==> config.mk <==
export PLATFORM = sky130hd
export DESIGN_NAME = hazard_ctrl
export DESIGN_NICKNAME = d
export VERILOG_FILES = /design/src/rtl/hazard_ctrl.sv
export SDC_FILE = /design/constraint.sdc
export NUM_CORES = 1
export LEC_CHECK = 0
export CAP_MARGIN = 0
export CORE_MARGIN = 10
export CORE_UTILIZATION = 33
export CTS_BUF_LIST = sky130_fd_sc_hd__clkbuf_16
export DETAILED_ROUTE_END_ITERATION = 8
export GPL_TIMING_DRIVEN = 0
export PLACE_DENSITY_LB_ADDON = 0.08
export SYNTH_ARGS = -nofsm -noshare
export SYNTH_HDL_FRONTEND = slang
export SYNTH_SLANG_ARGS = --single-unit
==> constraint.sdc <==
create_clock -name clk -period 1.5 [get_ports clk]
set_input_delay 0.15 -clock clk [delete_from_list [all_inputs] [get_ports clk]]
set_output_delay 0.15 -clock clk [all_outputs]
set_load 0.05 [all_outputs]
==> src/rtl/hazard_ctrl.sv <==
// Pipeline hazard unit: forwarding selects, load-use/branch/mult-div stalls,
// fetch/decode flushes and the HI/LO latency tracker for the mult/div unit.
module hazard_ctrl #(
    parameter int unsigned MULT_LAT = 5,
    parameter int unsigned DIV_LAT  = 12
) (
    input  logic       clk,
    input  logic       rst,
    input  logic [4:0] rs_d,
    input  logic [4:0] rt_d,
    input  logic [4:0] rs_e,
    input  logic [4:0] rt_e,
    input  logic [4:0] write_reg_e,
    input  logic [4:0] write_reg_m,
    input  logic [4:0] write_reg_w,
    input  logic       reg_write_e,
    input  logic       reg_write_m,
    input  logic       reg_write_w,
    input  logic       mem_to_reg_e,
    input  logic       mem_to_reg_m,
    input  logic       branch_d,
    input  logic       jump_d,
    input  logic       pc_src_d,
    input  logic       md_d,
    input  logic       md_start_e,
    input  logic       md_is_div_e,
    output logic       stall_f,
    output logic       stall_d,
    output logic       flush_d,
    output logic       flush_e,
    output logic       fwd_a_d,
    output logic       fwd_b_d,
    output logic [1:0] fwd_a_e,
    output logic [1:0] fwd_b_e,
    output logic       md_busy,
    output logic       md_done
);

    typedef enum logic [1:0] {
        IDLE,
        BUSY,
        DONE
    } md_state_t;

    localparam logic [4:0] MULT_CNT = 5'(MULT_LAT - 2);
    localparam logic [4:0] DIV_CNT  = 5'(DIV_LAT - 2);

    md_state_t  state, state_n;
    logic [4:0] cnt, cnt_n;
    logic [4:0] load_cnt;
    logic       load_use, br_stall, md_stall, stall;

    // r0 is hardwired to zero, so it can never create a dependency
    function automatic logic hit(
        input logic [4:0] src,
        input logic [4:0] dst,
        input logic       en
    );
        return en && (src != 5'd0) && (src == dst);
    endfunction

    always_comb begin
        fwd_a_e = 2'b00;
        priority case (1'b1)
            hit(rs_e, write_reg_m, reg_write_m): fwd_a_e = 2'b10;
            hit(rs_e, write_reg_w, reg_write_w): fwd_a_e = 2'b01;
            default:                             fwd_a_e = 2'b00;
        endcase
    end

    always_comb begin
        fwd_b_e = 2'b00;
        priority case (1'b1)
            hit(rt_e, write_reg_m, reg_write_m): fwd_b_e = 2'b10;
            hit(rt_e, write_reg_w, reg_write_w): fwd_b_e = 2'b01;
            default:                             fwd_b_e = 2'b00;
        endcase
    end

    assign fwd_a_d = hit(rs_d, write_reg_m, reg_write_m);
    assign fwd_b_d = hit(rt_d, write_reg_m, reg_write_m);

    assign load_use = hit(rs_d, write_reg_e, mem_to_reg_e)
                   || hit(rt_d, write_reg_e, mem_to_reg_e);

    assign br_stall = branch_d
                   && (hit(rs_d, write_reg_e, reg_write_e)
                    || hit(rt_d, write_reg_e, reg_write_e)
                    || hit(rs_d, write_reg_m, mem_to_reg_m)
                    || hit(rt_d, write_reg_m, mem_to_reg_m));

    assign md_stall = md_d && (md_busy || md_start_e);
    assign stall    = load_use || br_stall || md_stall;

    assign stall_f = stall;
    assign stall_d = stall;
    assign flush_e = stall;
    // a stalled branch is re-evaluated next cycle, so it must not flush yet
    assign flush_d = (pc_src_d || jump_d) && !stall;

    assign load_cnt = md_is_div_e ? DIV_CNT : MULT_CNT;

    always_ff @(posedge clk or posedge rst) begin
        if (rst) begin
            state <= IDLE;
            cnt   <= 5'd0;
        end else begin
            state <= state_n;
            cnt   <= cnt_n;
        end
    end

    // counter holds the BUSY cycles left before the DONE strobe
    always_comb begin
        state_n = state;
        cnt_n   = cnt;
        unique case (state)
            IDLE, DONE: begin
                if (md_start_e) begin
                    cnt_n   = load_cnt;
                    state_n = (load_cnt == 5'd0) ? DONE : BUSY;
                end else begin
                    state_n = IDLE;
                end
            end
            BUSY: begin
                cnt_n = (cnt == 5'd0) ? 5'd0 : cnt - 5'd1;
                if (cnt <= 5'd1) state_n = DONE;
            end
            default: begin
                state_n = IDLE;
                cnt_n   = 5'd0;
            end
        endcase
    end

    assign md_busy = (state != IDLE);
    assign md_done = (state == DONE);

endmodule

==> results of run 1 <==
[cell usage in the layout, fill, tap and decap left out, types with 2 or more instances in the layout]
cell type / synthesis / final
a21oi_1: 3 / 3
and2_1: 2 / 2
buf_2: 0 / 11
buf_4: 2 / 16
buf_6: 0 / 12
buf_8: 0 / 8
clkbuf_16: 0 / 3
clkbuf_2: 0 / 3
clkdlybuf4s50_1: 0 / 16
dfrtp_1: 7 / 7
dlygate4sd2_1: 0 / 3
dlymetal6s2s_1: 0 / 6
inv_1: 4 / 3
inv_2: 0 / 2
nand2_1: 2 / 2
nand3_1: 6 / 5
nand4_1: 4 / 4
nor2_1: 11 / 7
nor2_4: 1 / 5
nor2b_1: 2 / 2
nor4_2: 1 / 2
nor4_4: 0 / 6
o21ai_1: 4 / 3
o21ai_2: 0 / 2
or2_2: 2 / 2
or4_4: 1 / 4
xnor2_1: 28 / 23
xnor2_2: 0 / 5
xor2_1: 12 / 11
[what timing repair did]
action                     4_1_cts  5_1_grt
setup endpoints to repair       16       14
buffers inserted                 6        9
gates resized for setup        183       40
gates cloned                     0        0
hold endpoints to repair         0        0
pin swaps                       22       24
[cells in the mapped netlist (all sizes together) (3+ instances only)]
master	count	area (um2)
or4	4	33.8
a21oi	3	15.0
dfrtp	7	175
nand3	6	30.0
xor2	12	105
o21ai	6	30.0
nand4	4	25.0
inv	4	15.0
nor2	12	52.6
xnor2	28	245
nor4	9	62.6
[state kept, by name, indices dropped and copies added, names as in the netlist]
signal and cells:
state 2, cnt 5
[how the worst min path moves through the flow]
stage                     start  endpoint  slack (ns)  cells after the start
after floorplan             rst    cnt[0]       -0.05                      1
after global placement      rst    cnt[0]        0.38                      2
after detailed placement    rst    cnt[0]        0.40                      2
after CTS                   rst    cnt[0]        0.16                      2
after global routing        rst    cnt[4]        0.17                      2
final                       rst    cnt[0]        0.15                      2
[per-stage QoR]
| stage | TNS, ns | setup WS [ns] | std cells | power (W) | cell area, um2 |
|---|---|---|---|---|---|
| CTS | -1.40 | -0.316 | 218 | 0.00202 | 1880 |
| floorplan | -0.997 | -0.245 | 119 | 0.00107 | 1080 |
| global placement | -12.16 | -1.37 | 208 | 0.00143 | 1700 |
| detailed placement | -12.30 | -1.37 | 208 | 0.00146 | 1700 |
| finish | -1.18 | -0.293 | 227 | 0.00225 | 2020 |
| global route | -1.55 | -0.354 | 227 | 0.00240 | 2020 |
[power breakdown]
group	switching [W]	internal [W]	total, W
sequential	0.000106	0.000271	0.000377
combinational	0.000742	0.000692	0.00143
clock	0.0000958	0.000346	0.000442
total	0.000943	0.00131	0.00225
[routing by layer]
layer	vias up	global-route usage (%)	share of wire, %	wire length (um)
met5	-	0	0	0
met4	0	4.47	0.71	28
met3	4	2.66	5.9	232
met2	31	24.7	51	2010
met1	534	17.3	42	1650
li1	577	-	-	-
[final cells by class]
cell class              instances  area, um2  area share [%]
clock buffers                   3       75.1            3.71
flip-flops and latches          7        175            8.65
clock inverters                 1       3.75           0.185
plain buffers                   3       27.5            1.36
repair buffers                 73        691            34.1
multi-input cells             105        998            49.3
inverters                       4       15.0           0.742
well taps                      31       38.8            1.92
[cell families after synthesis]
family	Yosys count
buffers and inverters	7
adders and majority gates	2
AOI/OAI and AO/OA	17
DFF	7
xor gates and xnor gates	40
and+or+nand+nor	46
[critical path, delay by kind of cell]
family / cells / cell delay [ns]
and+or+nand+nor: 4 / 0.86
buffers and inverters: 3 / 0.38
AOI/OAI and AO/OA: 1 / 0.25
==> impl_metrics.ini, run 1 <==
[status]
status = complete, but fails checks
violations = setup timing

[clocking]
postCtsHoldBufs = 0
worstSkewPairLatency_ns = 0.23
cts.clk_slew.worst_paths_ns = 0.03
htreeDepth = 1
clockBufferDepth = 2
cts_tree = done
clock-sinks = 7
cts-buffers-inserted = 3
clockRootBuffer = clkbuf_16

[logic_synthesis]
synth_fa_ha_area_share_pct = 2.58
async_flop_share_pct = 100
muxShareOfSynthArea_pct = 0
syn_area_um2 = 971
syn_nets = 169
synth-compound-area-share_pct = 12.1
synth_xor_area_share_pct = 36.1
synth.distinct_cells = 33
yosys_warnings = 0
synth_flop_cell = dfrtp_1
synth_seq_area_share_pct = 18.0
synth_edf_count = 0
synth.avg_cell_area_um2 = 8.16
syn_inst = 119
synth-seq-cells = 7
synth_simple_gate_area_share_pct = 27.7
synth_top_family_by_area = XOR/XNOR gates

[critical_path]
cp_slowest_cell = or4_4
max_stage_delay_ns = 0.53
endpoint = stall_f
r2r-start = cnt[1]
crit_fanout = 3
crit_arrival_ns = 1.64
critPathKind = in2out
end_kind = primary output
worst_path_most_repeated_cell = buf_8
worstPathCellList = buf_8 -> or4_4 -> nor2_4 -> nor4_4 -> o211ai_2 -> nand3_4 -> buf_6 -> buf_8
start_kind = input pin
r2r_slack_ns = 0.07
r2r_end = cnt[3]
cp.required_ns = 1.35
startpoint = rs_d[4]
ff2ff_path_depth = 7

[placement]
globalplace.congestion = 0.845
port-buffer-count = 58
hpwl_um = 3060

[floorplanning]
core_area_mm2 = 0.00278
die_area_mm2 = 0.00551
io_pins = 60
die_h_um = 74.2
rows = 19
initial_utilization_pct = 34.9
die_x_um = 74.2

[finish]
n_antenna_cell = 0
nFillCells = 199
layout.nets = 247
syn2layout_area_growth_pct = 109
post-route-util_pct = 72.8
layout-drive-gt1-share_pct = 45.4

[sta]
fmax_ghz = 0.558
slew_violations = 0
setup_ws_ns = -0.293
whs_ns = 0.153
setup_viol = 6
hold_violations = 0
rsz0062_at_grt = true
slew_headroom_pct = 69.3
worstMarginPinSlew_ns = 0.460
fin_crit_ns = 1.79
skew_ns = 0.00101
min_period_over_period_pct = 120

[drt]
drc = 0
antenna_left = 0
viasPerCell = 5.05
wire_per_inst_um = 17.3
first_pass_iters = 7
vias = 1146
wl_um = 3920
drt_iter0_markers = 45

[hold_path]
worst_hold_path_type = in2async

[grt]
grt_pass1_wl_um = 6350
grt_overflow_total = 0
grt_usage_pct = 14.3
grt_pass1_vias = 1280
grt_max_degree = 8
antenna_found_initial = 0

[power]
p_leak_nw = 0.861
power_density_mw_per_mm2 = 1110
vdd_drop_max_mv = 1.74

[flow_run]
max_cap_violations = 0
No activity file was read; power rests on OpenSTA's default activity.
==> inputs of run 2 (changes only) <==
Settings changed: MAX_ROUTING_LAYER set to met4, RECOVER_POWER set to 100, TNS_END_PERCENT set to 5.
==> run 2 against run 1 <==
Effect of this change: the flow still finishes with violations (setup timing); via count up 1.2%; largest cell class unchanged; critical path type unchanged; worst setup slack better by 0.0069 ns; global-route usage down 0.49 points; routed wire length down 3.7%.
==> impl_metrics.ini, run 2 (synthesized netlist as in run 1, its figures left out) <==
[status]
status = complete, but fails checks
violations = setup timing

[sta]
skew_ns = 0.00167
hold_violations = 0
setup_ws_ns = -0.286
worstMarginPinSlew_ns = 0.493
slew_violations = 0
fin_crit_ns = 1.79
min_period_over_period_pct = 119
slew_headroom_pct = 67.3
setup_viol = 11
fmax_ghz = 0.560
rsz0062_at_grt = true

[clocking]
postCtsHoldBufs = 0
cts_tree = done
cts-buffers-inserted = 3
cts.clk_slew.worst_paths_ns = 0.04
clockBufferDepth = 2
htreeDepth = 1
worstSkewPairLatency_ns = 0.23
clock-sinks = 7
clockRootBuffer = clkbuf_16

[floorplanning]
rows = 19
io_pins = 60
core_area_mm2 = 0.00278
die_h_um = 74.2
die_x_um = 74.2
initial_utilization_pct = 34.9
die_area_mm2 = 0.00551

[drt]
first_pass_iters = 4
drc = 0
viasPerCell = 5.30
drt_iter0_markers = 33
antenna_left = 0
wire_per_inst_um = 17.2
wl_um = 3770
vias = 1160

[power]
p_seq_share_pct = 18.6
sw_frac_of_total_pct = 43.5
clkPwrFrac_pct = 22.0
p_comb_share_pct = 59.5
vdd_drop_max_mv = 1.47
power_density_mw_per_mm2 = 1060
internal-power_w = 0.00114
net-switching-power_w = 0.000878
p_leak_nw = 0.762

[finish]
top_register = cnt
largestRegisters = cnt: 5 flops, state: 2 flops
syn2layout_area_growth_pct = 95.6
n_antenna_cell = 0
ff_latch_area_um2 = 175
nFillCells = 229
final_cell_mix = xnor2_1, dlygate4sd2_1, clkdlybuf4s50_1
largest_register_ffs = 5
multi_input_area_um2 = 943
post-route-util_pct = 68.3
final_common_cell = xnor2_1
layout-drive-gt1-share_pct = 33.0
final_area_mm2 = 0.00190
layout.nets = 239

[grt]
grt_max_degree = 8
grt_pass1_wl_um = 6030
grt_overflow_total = 0
grt_usage_pct = 13.8
grt_pass1_vias = 1251
antenna_found_initial = 0

[hold_path]
worst_hold_path_type = in2async

[placement]
hpwl_um = 3040
port-buffer-count = 58
placed_cell_area_mm2 = 0.00169
globalplace.congestion = 0.862

[critical_path]
cp.required_ns = 1.35
r2r_end = cnt[3]
crit_arrival_ns = 1.64
start_kind = input pin
max_stage_delay_ns = 0.47
r2r-start = cnt[1]
critPathKind = in2out
r2r_slack_ns = -0.05
end_kind = primary output
crit_fanout = 3
ff2ff_path_depth = 7
worstPathCellList = clkdlybuf4s50_1 -> xor2_1 -> nor4_2 -> o21ai_1 -> buf_4 -> nand3_4 -> buf_6 -> buf_8
cp_slowest_cell = clkdlybuf4s50_1

[flow_run]
max_cap_violations = 0
[run 2: cell types whose count changed in the layout (fill, tap and decap cells not counted), sizes merged]
cell           before  now
clkbuf              6    7
buf                47   27
dlygate4sd2         3   18
dlymetal6s2s        6    2
dlygate4sd3         0    1
clkdlybuf4s15       1    0
[run 2: what timing repair did]
item,CTS,global route
setup buffers,5,2
gates resized for setup,148,18
setup endpoints to repair,15,14
pin swaps,14,12
[run 2: how the worst max path moves through the flow]
stage | from | to | slack (ns) | depth (start not counted)
2_1_floorplan | rs_e[1] | fwd_a_e[0] | -0.24 | 4
3_3_place_gp | rs_d[1] | flush_d | -1.36 | 7
3_5_place_dp | rs_d[1] | flush_d | -1.37 | 7
4_1_cts | rt_d[4] | flush_d | -0.29 | 7
5_1_grt | rs_d[2] | stall_d | -0.34 | 8
6_report | write_reg_e[1] | stall_d | -0.29 | 8
[run 2: power by group through the flow]
stage / Combinational (W) / Clock [W] / Sequential [W]
after floorplan: 0.000724 / 0 / 0.000340
after global placement: 0.00106 / 0 / 0.000357
after detailed placement: 0.00108 / 0 / 0.000363
after CTS: 0.00112 / 0.000447 / 0.000381
after global routing: 0.00132 / 0.000458 / 0.000391
final: 0.00120 / 0.000443 / 0.000375
[run 2: cell type report]
class / instances / area share, %
Inverter: 4 / 0.791
Timing Repair Buffer: 65 / 32.7
Clock buffer: 3 / 3.95
Tap cell: 31 / 2.04
Multi-Input combinational cell: 105 / 49.7
Clock inverter: 1 / 0.198
Buffer: 3 / 1.45
Sequential cell: 7 / 9.22
[run 2: worst max-delay path: cells and delay by family]
family | cells | cell delay, ns
buffers and inverters | 4 | 0.85
and+or+nand+nor | 2 | 0.35
xor gates and xnor gates | 1 | 0.18
AOI/OAI and AO/OA | 1 | 0.10
[run 2: metrics by stage]
stage / total power [W] / hold WS [ns] / TNS (ns) / instances / worst slack (ns)
2_1_floorplan: 0.00106 / -0.0466 / -1.02 / 119 / -0.245
5_1_grt: 0.00217 / 0.346 / -2.69 / 219 / -0.344
3_5_place_dp: 0.00145 / 0.410 / -11.95 / 208 / -1.37
6_report: 0.00202 / 0.293 / -1.73 / 219 / -0.286
3_3_place_gp: 0.00142 / 0.404 / -11.68 / 208 / -1.36
4_1_cts: 0.00195 / 0.171 / -1.63 / 217 / -0.294
[run 2: metal layers]
layer | share of wire, % | vias to the layer above | wire length, um | global-route usage (%)
li1 | - | 563 | - | -
met1 | 42 | 543 | 1580 | 15.9
met2 | 49 | 52 | 1870 | 23.5
met3 | 8.1 | 2 | 304 | 3.86
met4 | 0.66 | 0 | 25 | 2.44
met5 | 0 | - | 0 | -
==> inputs of run 3 (changes only) <==
==> constraint.sdc (replaced) <==
create_clock -name clk -period 1.5 [get_ports clk]
set_input_delay 0.225 -clock clk [delete_from_list [all_inputs] [get_ports clk]]
set_output_delay 0.225 -clock clk [all_outputs]
set_load 0.05 [all_outputs]
==> run 3 against run 2 <==
Effect of this change: the flow still finishes with violations (setup timing); utilization unchanged; maximum frequency fell by 7.4%; clock skew barely moved; power up 0.18%; register-to-register slack barely moved; combinational power about the same; critical path depth fell by 1.
==> impl_metrics.ini, run 3 (synthesized netlist as in run 1, its figures left out) <==
[clocking]
htreeDepth = 1
clock-sinks = 7
postCtsHoldBufs = 0
clockRootBuffer = clkbuf_16
cts-buffers-inserted = 3
cts_tree = done
cts.clk_slew.worst_paths_ns = 0.04
worstSkewPairLatency_ns = 0.23
clockBufferDepth = 2

[power]
p_leak_nw = 0.758
power_density_mw_per_mm2 = 1060
vdd_drop_max_mv = 1.49
total_power_w = 0.00202

[sta]
worstMarginPinSlew_ns = 0.483
rsz0062_at_grt = true
min_period_over_period_pct = 129
slew_headroom_pct = 67.7
fin_crit_ns = 1.93
slew_violations = 0
setup_ws_ns = -0.429
skew_ns = 0.00158
fmax_ghz = 0.518
setup_viol = 13
hold_violations = 0

[drt]
drt_iter0_markers = 31
antenna_left = 0
wl_um = 3750
vias = 1168
wire_per_inst_um = 17.1
first_pass_iters = 4
drc = 0
viasPerCell = 5.33

[placement]
globalplace.congestion = 0.862
hpwl_um = 3040
port-buffer-count = 58
dp.cells = 208

[floorplanning]
die_h_um = 74.2
initial_utilization_pct = 34.9
core_area_mm2 = 0.00278
die_x_um = 74.2
rows = 19
io_pins = 60
die_area_mm2 = 0.00551

[critical_path]
crit_fanout = 3
critPathKind = in2out
end_kind = primary output
start_kind = input pin
crit_arrival_ns = 1.70
cp.required_ns = 1.27

[finish]
top_register = cnt
layout-drive-gt1-share_pct = 33.0
largestRegisters = cnt: 5 flops, state: 2 flops
n_antenna_cell = 0
final_cell_mix = xnor2_1, clkdlybuf4s50_1, dlygate4sd2_1
largest_register_ffs = 5
syn2layout_area_growth_pct = 95.6
final_common_cell = xnor2_1
layout.nets = 239
finalNonFillerCells = 219
post-route-util_pct = 68.3

[grt]
grt_max_degree = 8
antenna_found_initial = 0
grt_pass1_wl_um = 6030
grt_usage_pct = 13.8
grt_overflow_total = 0
grt_pass1_vias = 1251

[hold_path]
worst_hold_path_type = in2async

[status]
status = complete, but fails checks
violations = setup timing

[flow_run]
max_cap_violations = 0
## run 3: final cells by class
class	instances	area, um2
Multi-Input combinational cell	105	940
Clock inverter	1	3.75
Inverter	4	15.0
Timing Repair Buffer	65	624
Tap cell	31	38.8
Buffer	3	27.5
Fill cell	231	882
Clock buffer	3	75.1
Sequential cell	7	175
## run 3: what timing repair did
| item | 4_1_cts | 5_1_grt |
|---|---|---|
| pin swaps | 14 | 12 |
| endpoints found under the setup margin | 15 | 13 |
| setup buffers | 5 | 2 |
| resized for setup | 151 | 17 |
## run 3: worst max-delay path: stages
cell	delay (ns)
buf_8	0.10
or4_4	0.54
nor2_4	0.14
nor4_4	0.05
o211ai_2	0.25
o2111a_2	0.26
buf_8	0.14
## run 3: path summary, 6_finish.rpt
path	cells after the start	slack, ns	endpoint	from
worst max-delay path	7	-0.43	flush_d	rs_d[2]
worst min-delay path	2	0.38	state[1]	rst
worst max register to register	7	-0.06	cnt[3]	cnt[1]
worst min register to register	1	0.57	cnt[4]	cnt[4]
max in group asynchronous	2	0.90	cnt[0]	rst
min in group clk	1	0.57	cnt[4]	cnt[4]
## run 3: per-stage QoR
step | hold slack (ns) | setup TNS (ns) | cell area [um2] | setup slack, ns
global placement | 0.479 | -13.33 | 1690 | -1.51
global route | 0.421 | -4.22 | 1900 | -0.494
finish | 0.375 | -3.16 | 1900 | -0.429
floorplan | 0.0284 | -2.31 | 1070 | -0.395
detailed placement | 0.485 | -13.60 | 1690 | -1.52
CTS | 0.246 | -3.14 | 1860 | -0.444
## run 3: layer usage
layer	track usage [%]	up-vias	part of all wire, %
met1	15.9	549	43
li1	-	561	-
met3	3.86	2	8.5
met4	2.44	0	0.67
met5	-	-	0
met2	23.5	56	48
## run 3: power by group
| group | switching (W) | internal, W |
|---|---|---|
| sequential | 0.000106 | 0.000271 |
| combinational | 0.000675 | 0.000525 |
| clock | 0.0000965 | 0.000346 |
==> RTL edit 1, RTL diff (flow settings as in run 1) <==
Set the parameter `DIV_LAT` to 11 (it was 12).
--- a/src/rtl/hazard_ctrl.sv
+++ b/src/rtl/hazard_ctrl.sv
@@ -2,7 +2,7 @@
 // fetch/decode flushes and the HI/LO latency tracker for the mult/div unit.
 module hazard_ctrl #(
     parameter int unsigned MULT_LAT = 5,
-    parameter int unsigned DIV_LAT  = 12
+    parameter int unsigned DIV_LAT  = 11
 ) (
     input  logic       clk,
     input  logic       rst,
Formal check against the unedited RTL: no difference found for any inputs over 10 cycles, from zero or initial values and one cycle with rst high; that may be too few to reach the edited logic, so the function may still have changed.
==> RTL edit 1 against run 1 <==
The run still ends with negative setup slack left; synthesized cell count up 2.5%; sequential cell count is the same; routed wire length shrank 1.1%; setup slack better by 0.0096 ns; clock skew grew 0.00064 ns; power decreased by 9.8%; combinational power decreased by 16%; area after synthesis increased by 1.4%; register-to-register slack better by 0.06 ns; cell area is 3.5% lower; sequential share of layout area is 0.31 points higher; hold slack worse by 0.0033 ns.
==> RTL edit 1: results (changes against run 1) <==
| Metric | Value |
|---|---|
| Routed WL | 3878 µm (was 3920 µm) |
| Met3 usage | 0.03548 (was 0.02660) |
| Worst VDD drop | 0.7120 mV (was 1.736 mV) |
| Post-DP Area | 1700 µm² (was 1695 µm²) |
| DP Wirelength | 3192 µm (was 3060 µm) |
| Power Dens Cells | 1039 nW/µm² (was 1113 nW/µm²) |
| Clock buffer count from CTS | 3 (unchanged) |
| Slowest CP cell | or4_4 (unchanged) |
| Worst slew pin tran | 0.3234 ns (was 0.4595 ns) |
| RR Endpoint | cnt[3] (unchanged) |
| Largest net degree at the start of global routing | 11 (was 8) |
| GRT Overall Usage | 0.1432 (was 0.1426) |
| Layout cells sized above 1 | 0.3958 (was 0.4541) |
| Sequential-to-total area share from yosys stat | 0.1779 (was 0.1804) |
| Clk_skew | 0.001655 ns (was 0.001015 ns) |
| Reg-to-Reg Start | cnt[0] (was cnt[1]) |
| Post-CTS resize count | 185 (was 183) |
| Worst reg-to-reg setup slack | 0.13 ns (was 0.07 ns) |
| Leakage | 0.8059 nW (was 0.8609 nW) |
| R2R depth | 5 (was 7) |
| Vias in the first global route | 1282 (was 1280) |
| First-pass GRT wire length | 6168 µm (was 6354 µm) |
| Most frequent cells after synthesis | 30 x xnor2_1, 10 x xor2_1, 8 x nor2_1 (was 28 x xnor2_1, 12 x xor2_1, 11 x nor2_1) |
| Clock power share | 0.218 (was 0.196) |
| Status | complete, but fails checks (unchanged) |
| Number of distinct library cells after synthesis | 34 (was 33) |
| Largest cells by area after synthesis | xnor2_1 27%, dfrtp_1 18%, xor2_1 8.9% (was xnor2_1 25%, dfrtp_1 18%, xor2_1 11%) |
| Met2 usage | 0.2622 (was 0.2472) |
| Seq power | 0.392 mW (was 0.377 mW) |
| Failing checks | negative setup slack (unchanged) |
| Pre-antenna DRT Iters | 4 (was 7) |
| Filler Cell Count | 232 (was 199) |
| Drt first-iter violations | 67 (was 45) |
| Setup-failing EPs final | 6 (unchanged) |
| Placer Congestion | 0.9350 (was 0.8447) |
| Bufs on Longest Clock Path | 2 (unchanged) |
| Worst-path maximum fanout | 2 (was 3) |
| Final net count | 243 (was 247) |
| Synth Warn # | 0 (unchanged) |
| Worst hold slack | 0.1496 ns (was 0.1529 ns) |
| Post-Syn Nets | 172 (was 169) |
| Final worst slack | -0.2835 ns (was -0.2931 ns) |
| Port bufs | 57 (was 58) |
| Internal | 1.171 mW (was 1.309 mW) |
| Vias | 1162 (was 1146) |
| GR Util met1 | 0.1527 (was 0.1734) |
[RTL edit 1: changes by cell type after synthesis, sizes merged, moves of 2 or more]
cell and delta:
nand2 +2, nor2 -3, nor3 +3, nor4 -2, o21ai -2, o22ai +3, xnor2 +2, xor2 -2
[RTL edit 1: cell type report]
cell class / count / area [µm²] / share of cell area
plain buffers: 4 / 32.53 / 0.01665
repair buffers: 67 / 650.6 / 0.3329
well taps: 31 / 38.79 / 0.01985
inverters: 5 / 18.77 / 0.009603
clock buffers: 3 / 75.07 / 0.03841
multi-input cells: 105 / 959.7 / 0.4910
clock inverters: 1 / 3.754 / 0.001921
flip-flops and latches: 7 / 175.2 / 0.08963
[RTL edit 1: cell families after synthesis]
group / count (synthesis) / share of synthesized area
AOI/OAI and AO/OA: 19 / 0.1372
xor gates and xnor gates: 40 / 0.3558
adders and majority gates: 2 / 0.02541
buffers and inverters: 10 / 0.04574
DFF: 7 / 0.1779
and+or+nand+nor: 44 / 0.2579
[RTL edit 1: per-layer routing]
layer  share of wire  routed length [µm]
met1            0.40                1558
met2            0.53                2043
met3           0.053                 204
met4           0.018                  71
met5               0                   0
[RTL edit 1: worst max-delay path by stage]
stage                  from    endpoint  depth (start not counted)
finish              rs_d[2]     flush_d                          7
global route        rs_d[2]     flush_d                          7
CTS                 rt_d[4]     flush_d                          7
detailed placement  rt_d[1]     flush_d                          7
global placement    rt_d[1]     flush_d                          7
floorplan           rt_e[1]  fwd_b_e[0]                          4
[RTL edit 1: stage by stage]
stage                     setup slack, ns  std cells  TNS (ns)
after floorplan                   -0.2450        122   -0.9543
after global placement             -1.347        210    -11.39
after detailed placement           -1.360        210    -11.67
after CTS                         -0.2940        219    -1.348
after global routing              -0.3536        223    -1.610
final                             -0.2835        223    -1.153
==> RTL edit 2, RTL diff (flow settings as in run 1) <==
Made on the original files. Encoding of `md_state_t`: now one-hot (3 bits for 3 states).
--- a/src/rtl/hazard_ctrl.sv
+++ b/src/rtl/hazard_ctrl.sv
@@ -36,10 +36,10 @@
     output logic       md_done
 );
 
-    typedef enum logic [1:0] {
-        IDLE,
-        BUSY,
-        DONE
+    typedef enum logic [2:0] {
+        IDLE = 3'b001,
+        BUSY = 3'b010,
+        DONE = 3'b100
     } md_state_t;
 
     localparam logic [4:0] MULT_CNT = 5'(MULT_LAT - 2);
Behaviour: same outputs for any inputs over 10 cycles, from zero or initial values and one cycle with rst high; not proved beyond that.
==> RTL edit 2 against run 1 <==
The run still ends with negative setup slack left; sequential power up 2%; routed wire length down 4.9%; power shrank 12%; highest routed layer unchanged; sequential cell count is 1 higher; area after synthesis up 6.6%; sequential share of layout area rose by 1.1 points; cell area is 1.6% higher; critical path type is now reg2out; critical endpoint is now flush_d; synthesized cell count is 5.9% higher; global-route usage is 2.3 points lower; setup slack got worse by 0.16 ns.
==> RTL edit 2: results (changes against run 1) <==
| Metric | Value |
|---|---|
| Failing checks | negative setup slack (unchanged) |
| Placer Congestion | 0.8428 (was 0.8447) |
| Met3 WL | 199 µm (was 232 µm) |
| Layout cells sized above 1 | 0.3951 (was 0.4541) |
| Worst reg-to-reg setup slack | -0.05 ns (was 0.07 ns) |
| Post-Syn Nets | 177 (was 169) |
| Sequential-to-total area share from yosys stat | 0.1947 (was 0.1804) |
| Number of distinct library cells after synthesis | 32 (was 33) |
| Most frequent cells after synthesis | 25 x xnor2_1, 16 x xor2_1, 11 x o21ai_0 (was 28 x xnor2_1, 12 x xor2_1, 11 x nor2_1) |
| DP Wirelength | 2992 µm (was 3060 µm) |
| M1 WL | 1392 µm (was 1651 µm) |
| Worst VDD drop | 0.3844 mV (was 1.736 mV) |
| R2R depth | 6 (was 7) |
| Filler Cell Count | 234 (was 199) |
| Synth Instances | 126 (was 119) |
| Setup TNS | -2.232 ns (was -1.180 ns) |
| Routed WL | 3727 µm (was 3920 µm) |
| Leakage | 0.8426 nW (was 0.8609 nW) |
| Placed Cells | 228 (was 208) |
| Status | complete, but fails checks (unchanged) |
| Final net count | 257 (was 247) |
| Final worst slack | -0.4527 ns (was -0.2931 ns) |
| Vias in the first global route | 1307 (was 1280) |
| Biggest regs | cnt: 5 flops, state: 3 flops (was cnt: 5 flops, state: 2 flops) |
| RR Endpoint | cnt[4] (was cnt[3]) |
| Setup-failing EPs final | 11 (was 6) |
| Worst-path maximum fanout | 2 (was 3) |
| GRT Overall Usage | 0.1195 (was 0.1426) |
| Clk_skew | 0.002138 ns (was 0.001015 ns) |
==> RTL edit 2: cell count changes in the layout (fill, tap and decap cells not counted), moves of 4 or more <==
cell             change
o21ai_0              +9
dlymetal6s2s_1       -6
o211ai_1             +5
clkdlybuf4s50_1      +4
nand3_1              -4
==> RTL edit 2: area by class of cell <==
class	instances	area [µm²]	area share
multi-input cells	111	977.2	0.4751
repair buffers	75	699.4	0.3400
flip-flops and latches	8	201.4	0.09793
clock buffers	3	75.07	0.03650
well taps	44	55.05	0.02676
plain buffers	3	30.03	0.01460
inverters	4	15.01	0.007299
clock inverters	1	3.754	0.001825
==> RTL edit 2: routing by layer <==
| metal | GRT usage | vias to the layer above |
|---|---|---|
| li1 | - | 609 |
| met1 | 0.1116 | 565 |
| met2 | 0.2372 | 36 |
| met3 | 0.03892 | 7 |
| met4 | 0.03409 | 0 |
| met5 | 0 | - |
==> RTL edit 2: worst max path at each step <==
stage,to,slack [ns],depth (start not counted)
global placement,flush_d,-1.51,7
global route,flush_d,-0.51,6
floorplan,stall_d,-0.39,6
CTS,flush_d,-0.48,6
detailed placement,flush_d,-1.54,7
finish,flush_d,-0.45,6
==> RTL edit 2: kinds of logic after synthesis <==
logic type,share of synthesized area
buffers and inverters,0.03627
flip-flops,0.1947
adder cells (fa/ha/maj),0.03628
AO/OA/AOI/OAI,0.1584
AND/OR/NAND/NOR,0.2274
XOR/XNOR,0.3470
==> RTL edit 2: power groups by stage <==
stage	combinational (mW)	clock (mW)	sequential (mW)
floorplan	0.704	0	0.368
detailed placement	1.05	0	0.388
finish	1.14	0.456	0.385
global placement	1.03	0	0.383
global route	1.26	0.476	0.394
CTS	1.13	0.464	0.383
==> RTL edit 2: through the flow <==
stage          hold WS (ns)  cell area [µm²]  power (mW)
6_report             0.1573             2057       1.982
5_1_grt              0.1734             2057       2.127
4_1_cts              0.1551             1986       1.977
3_5_place_dp         0.3983             1763       1.438
3_3_place_gp         0.3933             1763       1.410
2_1_floorplan      -0.03506             1127       1.072
==> RTL edit 2: timing repair <==
action,in CTS,in global routing
pin swaps,24,16
endpoints found under the setup margin,12,16
setup buffers,10,7
resized for setup,188,19
